$ cat config.mk
export PLATFORM = sky130hd
export DESIGN_NAME = ctr_updown_mod
export DESIGN_NICKNAME = d
export VERILOG_FILES = /design/src/rtl/ctr_pkg.sv /design/src/rtl/ctr_prescaler.sv /design/src/rtl/ctr_updown_mod.sv
export SDC_FILE = /design/constraint.sdc
export NUM_CORES = 1
export LEC_CHECK = 0
export CORE_MARGIN = 3
export CORE_UTILIZATION = 45
export DETAILED_ROUTE_END_ITERATION = 16
export PLACE_DENSITY_LB_ADDON = 0.25
export SYNTH_ARGS = -nofsm -noshare
export SYNTH_HDL_FRONTEND = slang
export SYNTH_SLANG_ARGS = --single-unit
$ cat constraint.sdc
create_clock -name clk -period 3.78 [get_ports clk]
set_clock_uncertainty 0.2 [all_clocks]
set_input_delay 0.756 -clock clk [delete_from_list [all_inputs] [get_ports clk]]
set_output_delay 0.756 -clock clk [all_outputs]
set_load 0.005 [all_outputs]
$ cat src/rtl/ctr_pkg.sv
// Shared counter/timer encodings for direction and bound-handling mode.
// Latency: n/a (constants only).
// Backpressure: n/a.
package ctr_pkg;

  localparam logic CTR_UP   = 1'b1;
  localparam logic CTR_DOWN = 1'b0;
  localparam logic CTR_WRAP = 1'b0;
  localparam logic CTR_SAT  = 1'b1;

endpackage

$ cat src/rtl/ctr_prescaler.sv
// Prescaler: emits tick once every (prescale+1) enabled cycles.
// Latency: tick is combinational from en and the registered phase counter.
// Backpressure: none; en low freezes the phase, clr restarts the period.
module ctr_prescaler #(
  parameter int PRE_W = 4
) (
  input  logic             clk,
  input  logic             rst,
  input  logic             en,
  input  logic             clr,
  input  logic [PRE_W-1:0] prescale,
  output logic             tick
);

  logic [PRE_W-1:0] pre_cnt_q;
  logic [PRE_W-1:0] pre_cnt_d;

  // '>=' rather than '==' so that lowering prescale below the current phase
  // fires on the next enabled cycle instead of running the counter round.
  assign tick = en && (pre_cnt_q >= prescale);

  // Phase next-state: restart on clr or tick, advance only when enabled.
  always_comb begin
    pre_cnt_d = pre_cnt_q;
    if (clr || tick) begin
      pre_cnt_d = '0;
    end else if (en) begin
      pre_cnt_d = pre_cnt_q + PRE_W'(1);
    end
  end

  // Phase register.
  always_ff @(posedge clk or posedge rst) begin
    if (rst) begin
      pre_cnt_q <= '0;
    end else begin
      pre_cnt_q <= pre_cnt_d;
    end
  end

endmodule

$ cat src/rtl/ctr_updown_mod.sv
// Loadable up/down modulus counter with prescaler, wrap/saturate, tc and sticky overflow.
// Latency: 1 cycle from a tick (or load) to count/tc/ovf_sticky.
// Backpressure: none; en low freezes count and prescaler, load overrides en.
module ctr_updown_mod
  import ctr_pkg::*;
#(
  parameter int               WIDTH   = 8,
  parameter int               PRE_W   = 4,
  parameter logic [WIDTH-1:0] RST_VAL = '0
) (
  input  logic             clk,
  input  logic             rst,
  input  logic             en,
  input  logic             load,
  input  logic [WIDTH-1:0] load_val,
  input  logic             up,
  input  logic             sat,
  input  logic [WIDTH-1:0] limit,
  input  logic [PRE_W-1:0] prescale,
  input  logic             clr_ovf,
  output logic [WIDTH-1:0] count,
  output logic             tc,
  output logic             ovf_sticky
);

  logic [WIDTH-1:0] count_q, count_d;
  logic             tc_q, tc_d;
  logic             ovf_q, ovf_d;
  logic             tick;
  logic             boundary;

  // A load restarts the prescale period so the first step after it is a full one.
  ctr_prescaler #(.PRE_W(PRE_W)) u_pre (
    .clk      (clk),
    .rst      (rst),
    .en       (en),
    .clr      (load),
    .prescale (prescale),
    .tick     (tick)
  );

  // Next-state: load beats tick; a tick either steps or hits a bound.
  always_comb begin
    count_d  = count_q;
    tc_d     = 1'b0;
    ovf_d    = ovf_q & ~clr_ovf;
    boundary = 1'b0;
    if (load) begin
      // Out-of-range load values are accepted silently; the bound is
      // only evaluated on the next tick.
      count_d = load_val;
    end else if (tick) begin
      if (up == CTR_UP) begin
        if (count_q >= limit) boundary = 1'b1;
        else                  count_d  = count_q + WIDTH'(1);
      end else begin
        // Above-limit values simply walk down; only zero is a bound.
        if (count_q == '0) boundary = 1'b1;
        else               count_d  = count_q - WIDTH'(1);
      end
      if (boundary) begin
        tc_d  = 1'b1;
        ovf_d = 1'b1;  // a fresh event beats a simultaneous clear
        if (sat == CTR_SAT) count_d = (up == CTR_UP) ? limit : '0;
        else                count_d = (up == CTR_UP) ? '0 : limit;
      end
    end
  end

  // State registers; reset drops everything at once, so no tc leaks out.
  always_ff @(posedge clk or posedge rst) begin
    if (rst) begin
      count_q <= RST_VAL;
      tc_q    <= 1'b0;
      ovf_q   <= 1'b0;
    end else begin
      count_q <= count_d;
      tc_q    <= tc_d;
      ovf_q   <= ovf_d;
    end
  end

  assign count      = count_q;
  assign tc         = tc_q;
  assign ovf_sticky = ovf_q;

endmodule

==> out/results.md, run 1 <==
| Metric | Reported | Unit |
|:---|:---|:---|
| Yosys top cell area share | 0.2550 | - |
| Relative area change from synthesis to final layout | 29.87 | % |
| Max-slew violation count | 0 | - |
| Share of final-layout standard cells stronger than drive strength 1 | 0.07292 | - |
| Total design power | 523.2 | µW |
| Launching element type of the critical path | primary input | - |
| Final setup fails | 0 | - |
| Number of top-level pins | 37 | - |
| Highest clock rate | 334.8 | MHz |
| Largest fanout on the critical path | 15 | - |
| Post-placement cell area | 1748 | µm² |
| Cell types with the highest counts after synthesis | sky130_fd_sc_hd__ha_1, sky130_fd_sc_hd__inv_1, sky130_fd_sc_hd__dfrtp_1 | - |
| Seq cells post-synth | 14 | - |
| Post-layout instance count excluding filler cells | 223 | - |
| Mean post-synth cell area | 8.863 | µm² |
| Post-synthesis instance area | 1374 | µm² |
| Core outline area | 2829 | µm² |
| Clk sinks | 14 | - |
| Clock tree root driver cell | sky130_fd_sc_hd__clkbuf_4 | - |
| Clock latency of the later-clocked register in the worst-skew pair | 290 | ps |
| Final setup margin | 793.3 | ps |
| RSZ-0062 raised after global routing | false | - |
| Count of vias placed by the detailed router | 1257 | - |
| Post-cts repair resize count | 0 | - |
| Per-cell routed wire length | 15.19 | µm |
| Post-synth EDFFs | 0 | - |
| Post-detailed-routing wire length | 3.388 | mm |
| Nets | 240 | - |
| Met3 GRT Util | 0.03354 | - |
| DRC violations left | 0 | - |
| Worst min-delay path class | reg2reg | - |
| Library cells used by synthesis | 41 | - |
| Slew @ Worst Pin | 550.2 | ps |
| Detailed Place HPWL | 2.706 | mm |
| Most area-consuming cells after synthesis | sky130_fd_sc_hd__dfrtp_1, sky130_fd_sc_hd__ha_1, sky130_fd_sc_hd__inv_1 | - |
| Via count of the first global-routing pass | 1290 | - |
| Starting density of the core | 0.4856 | - |
| Utilization after layout | 0.6307 | - |
| Post-synthesis net count | 202 | - |
| Worst rel slew slack | 0.6328 | - |
| Initial DRC count | 26 | - |
| Number of rows created at floorplan | 19 | - |
| Minimum clock period after layout | 2987 | ps |
| Async set-or-reset flop fraction in the synthesized netlist | 1.000 | - |
| Chip Width | 61.26 | µm |
| Number of inserted filler cells in the final layout | 250 | - |
| Mean number of vias per cell | 5.637 | - |
| Antenna violations before repair | 0 | - |
| Total power density per cell area | 293.2 | nW/µm² |
| Full die area | 3752 | µm² |
| Number of input and output port buffers inserted | 36 | - |
| Remaining antenna violation count | 0 | - |
| Buffer levels on the longest clock path | 2 | - |
| Met2 Use GR | 0.3142 | - |
| Hold buffer count at cts | 0 | - |
| Global route total overflow | 0 | - |
| Run status | complete, no violations | - |
| CTS tree | yes | - |
| Largest net degree at the start of global routing | 16 | - |
| Number of post-CTS setup repair buffers | 0 | - |
| Final-layout worst hold slack | 287.6 | ps |
| Post-place setup slack | 507.3 | ps |
| Worst vdd rail ir drop | 0.1504 | mV |
| Syn Inst Count | 155 | - |
| Library cell with the highest instance count after synthesis | sky130_fd_sc_hd__ha_1 | - |
| Die height | 61.26 | µm |
| Proportion of synthesized chip area in sequential cells | 0.2550 | - |
| Number of max-capacitance violations reported | 0 | - |
| Final critical-path share of the clock period | 0.7901 | - |
| Global placement routability congestion | 0.8721 | - |
| Met1 capacity usage during global routing | 0.2644 | - |
| Data arrival time at the worst-slack endpoint | 3010 | ps |
| Sum Neg Setup Slack | 0 | ps |
| Number of antenna cells inserted | 0 | - |
| Clk pin slew, worst setup/hold paths | 80 | ps |
| Most used flip-flop cell after synthesis | sky130_fd_sc_hd__dfrtp_1 | - |
| Tot GR Track Use | 0.1960 | - |
| Global-route wire length before repair | 5.520 | mm |
| Post-placement cell count | 219 | - |
| Number of synthesis warnings | 0 | - |
| Crit Path Category | in2reg | - |
| Data required time of the critical path | 3800 | ps |
| Num CTS Buffers | 3 | - |
| Critical Path End Type | flip-flop | - |
| Pre-Repair DR Iteration Count | 4 | - |
| Final non-filler cell area | 1784 | µm² |
| Lkg Pwr | 0.8148 | nW |
| Routing layer with the top usage in global route | met2 | - |
| Final hold violation count | 0 | - |
| Post-synth top area cell | sky130_fd_sc_hd__dfrtp_1 | - |
| Number of levels in the clock H-tree | 1 | - |
[path summary, 6_finish.rpt]
check	depth (start not counted)	start	slack [ps]	end
worst max-delay path	9	limit[2]	790	count[5]
worst min register to register	1	ovf_sticky	290	ovf_sticky
worst min-delay path	1	ovf_sticky	290	ovf_sticky
worst max register to register	8	count[0]	1240	count[5]
max in group asynchronous	2	rst	2400	u_pre.pre_cnt_q[3]
min in group asynchronous	2	rst	610	count[7]
[flip-flops by register name, summed over array words and instances (netlist names)]
name / cells
count: 8
ovf_sticky: 1
tc: 1
u_pre.pre_cnt_q: 4
[layout by cell type (no fill, tap or decap), drive strengths merged]
master and instances:
clkdlybuf4s50 36, ha 19, inv 16, dfrtp 14, nor2 11, a21oi 11, nand2 7, nand3 7
o21ai 6, a31oi 6, nand2b 5, xor2 5, a21o 4, nand4 4, a22oi 4, o22ai 4
xnor2 4, clkbuf 4, or3 3, and2 2, o21a 2, o211ai 2, a211oi 2, nor3 2
or4 2, a2111o 1, and3 1, nor2b 1, or3b 1, o2111ai 1, o41ai 1, o21bai 1
a311o 1, fa 1, buf 1
[power by group]
part / internal (mW) / switching, mW / total (mW) / leakage, nW
combinational: 0.118 / 0.109 / 0.227 / 0.619
sequential: 0.162 / 0.0218 / 0.184 / 0.175
clock: 0.0587 / 0.0537 / 0.112 / 0.0210
total: 0.339 / 0.184 / 0.523 / 0.815
[critical path, cell delays in order]
cell and delay (ps):
sky130_fd_sc_hd__clkdlybuf4s50_1 500, sky130_fd_sc_hd__inv_1 50, sky130_fd_sc_hd__ha_1 300, sky130_fd_sc_hd__a21o_1 180, sky130_fd_sc_hd__a31oi_1 140, sky130_fd_sc_hd__o21a_1 240, sky130_fd_sc_hd__a31oi_4 200, sky130_fd_sc_hd__or3b_2 520
sky130_fd_sc_hd__a21oi_2 120
[final cells by class]
| cell class | count | area [µm²] | share of cell area |
|---|---|---|---|
| Multi-Input combinational cell | 121 | 930.9 | 0.5217 |
| Timing Repair Buffer | 37 | 367.9 | 0.2062 |
| Sequential cell | 14 | 350.3 | 0.1964 |
| Inverter | 16 | 60.06 | 0.03366 |
| Tap cell | 31 | 38.79 | 0.02174 |
| Clock buffer | 4 | 36.28 | 0.02034 |
[cells by family after synthesis]
family,after synthesis,share of synthesized area
AO/OA/AOI/OAI,46,0.2423
AND/OR/NAND/NOR,46,0.1767
XOR/XNOR,9,0.07104
adder cells (fa/ha/maj),20,0.1876
buffers and inverters,20,0.06740
flip-flops,14,0.2550
[metal layers]
metal  up-vias  routed length (µm)
li1        639                   -
met1       572                1582
met2        39                1554
met3         7                 201
met4         0                  49
met5         -                   0
(Power assumes the default switching activity.)
==> run 2, diff against run 1 <==
==> constraint.sdc (replaced) <==
create_clock -name clk -period 3.04 [get_ports clk]
set_clock_uncertainty 0.2 [all_clocks]
set_input_delay 0.608 -clock clk [delete_from_list [all_inputs] [get_ports clk]]
set_output_delay 0.608 -clock clk [all_outputs]
set_load 0.005 [all_outputs]
==> out/results.md, run 2 (same netlist as run 1, synthesis figures left out) <==
| Metric | Reported | Unit | Change |
|:---|:---|:---|:---|
| Number of flip-flops in the largest register | 8 | - | unchanged |
| Number of rows created at floorplan | 19 | - | unchanged |
| Data required time of the critical path | 3050 | ps | -750 ps |
| Largest fanout on the critical path | 7 | - | -8 |
| Detailed Place HPWL | 2.966 | mm | +9.6% |
| Number of top-level pins | 37 | - | unchanged |
| Final setup fails | 0 | - | unchanged |
| Largest net degree at the start of global routing | 15 | - | -1 |
| Number of levels in the clock H-tree | 1 | - | unchanged |
| Gate family responsible for the most delay along the worst path | compound AO/OA/AOI/OAI gates | - |  |
| Utilization after layout | 0.6338 | - | +0.003096 |
| Buf+Inv Stages, Crit Path | 2 | - | unchanged |
| Full die area | 3752 | µm² | unchanged |
| Data arrival time at the worst-slack endpoint | 2810 | ps | -200 ps |
| Die height | 61.26 | µm | unchanged |
| Slew @ Worst Pin | 519.1 | ps | -31.10 ps |
| Launching element type of the critical path | primary input | - |  |
| Global placement routability congestion | 0.8280 | - | -5.1% |
| Mean number of vias per cell | 5.804 | - | +3.0% |
| Global-route wire length before repair | 5.713 | mm | +3.5% |
| Worst path cell trace | clkdlybuf4s50_1, inv_1, ha_1, a21oi_1, o211ai_1, o41ai_2, xnor2_1, or3_1, nand3_1 | - |  |
| Final critical-path share of the clock period | 0.9201 | - |  |
| Worst min-delay path class | reg2reg | - |  |
| Count of vias placed by the detailed router | 1306 | - | +3.9% |
| Core outline area | 2829 | µm² | unchanged |
| Post-detailed-routing wire length | 3.567 | mm | +5.3% |
| Total design power | 621.2 | µW | +19% |
| Critical Path Slowest Stage Cell | sky130_fd_sc_hd__clkdlybuf4s50_1 | - |  |
| RSZ-0062 raised after global routing | false | - |  |
| Per-cell routed wire length | 15.85 | µm | +4.3% |
| Minimum clock period after layout | 2797 | ps |  |
| Number of max-capacitance violations reported | 0 | - | unchanged |
| Longest individual stage delay on the worst path | 480 | ps | -40 ps |
| Run status | complete, no violations | - |  |
| Remaining antenna violation count | 0 | - | unchanged |
| Crit Path Category | in2reg | - |  |
| Via count of the first global-routing pass | 1273 | - | -1.3% |
| Post-cts repair resize count | 0 | - | unchanged |
| Clk sinks | 14 | - | unchanged |
| Lkg Pwr | 0.8220 | nW | +0.88% |
| Total power density per cell area | 346.5 | nW/µm² | +18% |
| Share of final-layout standard cells stronger than drive strength 1 | 0.08247 | - | +0.009558 |
| Worst rel slew slack | 0.6535 | - | +0.02075 |
| Number of inserted filler cells in the final layout | 269 | - | +7.6% |
| Tot GR Track Use | 0.2061 | - | +0.01013 |
| Leading cell type in the layout, fill and taps excluded | sky130_fd_sc_hd__clkdlybuf4s50_1 | - |  |
| Final hold violation count | 0 | - | unchanged |
| DRC violations left | 0 | - | unchanged |
| Number of antenna cells inserted | 0 | - | unchanged |
| Relative area change from synthesis to final layout | 30.51 | % |  |
| Commonest cells after routing, fill and taps aside | sky130_fd_sc_hd__clkdlybuf4s50_1, sky130_fd_sc_hd__ha_1, sky130_fd_sc_hd__inv_1 | - |  |
| Critical Path End Type | flip-flop | - |  |
| Clock latency of the later-clocked register in the worst-skew pair | 270 | ps | -20 ps |
| Global route total overflow | 0 | - | unchanged |
| Clk pin slew, worst setup/hold paths | 80 | ps | about the same |
| Worst vdd rail ir drop | 0.2383 | mV | +58% |
| Highest clock rate | 357.5 | MHz |  |
| Starting density of the core | 0.4856 | - | unchanged |
| Number of input and output port buffers inserted | 36 | - | unchanged |
| Clock tree root driver cell | sky130_fd_sc_hd__clkbuf_4 | - |  |
| Initial DRC count | 39 | - | +50% |
| Num CTS Buffers | 3 | - | unchanged |
| Pre-Repair DR Iteration Count | 4 | - | unchanged |
| Nets | 243 | - | +1.3% |
| CTS tree | yes | - |  |
| Buffer levels on the longest clock path | 2 | - | unchanged |
| Max-slew violation count | 0 | - | unchanged |
| Hold buffer count at cts | 0 | - | unchanged |
| Antenna violations before repair | 0 | - | unchanged |
| Chip Width | 61.26 | µm | unchanged |
| Number of post-CTS setup repair buffers | 0 | - | unchanged |
run 2: area by class of cell:
| type | count | area, µm² | area share |
|---|---|---|---|
| clock buffer | 3 | 22.52 | 0.01256 |
| multi-input combinational | 121 | 930.9 | 0.5192 |
| tap | 31 | 38.79 | 0.02163 |
| sequential | 14 | 350.3 | 0.1954 |
| timing repair buffer | 40 | 390.4 | 0.2177 |
| inverter | 16 | 60.06 | 0.03350 |
run 2: routing by layer:
layer	GRT usage	vias to the layer above	share of wire
met5	0	-	0
met2	0.3489	48	0.50
met1	0.2741	610	0.43
met4	0.01858	0	0.0022
li1	-	646	-
met3	0.05451	2	0.065
run 2: metrics by stage:
step	setup TNS, ps	cells	hold WS [ps]	cell area (µm²)	worst slack, ps
3_3_place_gp	0	222	263.5	1770	41.43
4_1_cts	0	225	282.6	1793	233.4
6_report	0	225	279.4	1793	243.0
3_5_place_dp	-55.18	222	265.0	1770	-55.18
2_1_floorplan	0	155	273.5	1374	457.9
5_1_grt	0	225	293.0	1793	96.62
run 2: power breakdown:
group	leakage, nW	switching [mW]	internal (mW)
Clock	0.0138	0.0524	0.0459
Combinational	0.633	0.139	0.153
Sequential	0.175	0.0289	0.202
Total	0.822	0.220	0.401
run 2: path summary, 6_finish.rpt:
path | startpoint | to | slack, ps | depth (start not counted)
max | up | count[7] | 240 | 9
min | ovf_sticky | ovf_sticky | 280 | 1
max reg2reg | count[0] | count[5] | 560 | 8
min reg2reg | ovf_sticky | ovf_sticky | 280 | 1
max in group asynchronous | rst | u_pre.pre_cnt_q[3] | 1820 | 2
min in group asynchronous | rst | tc | 460 | 2
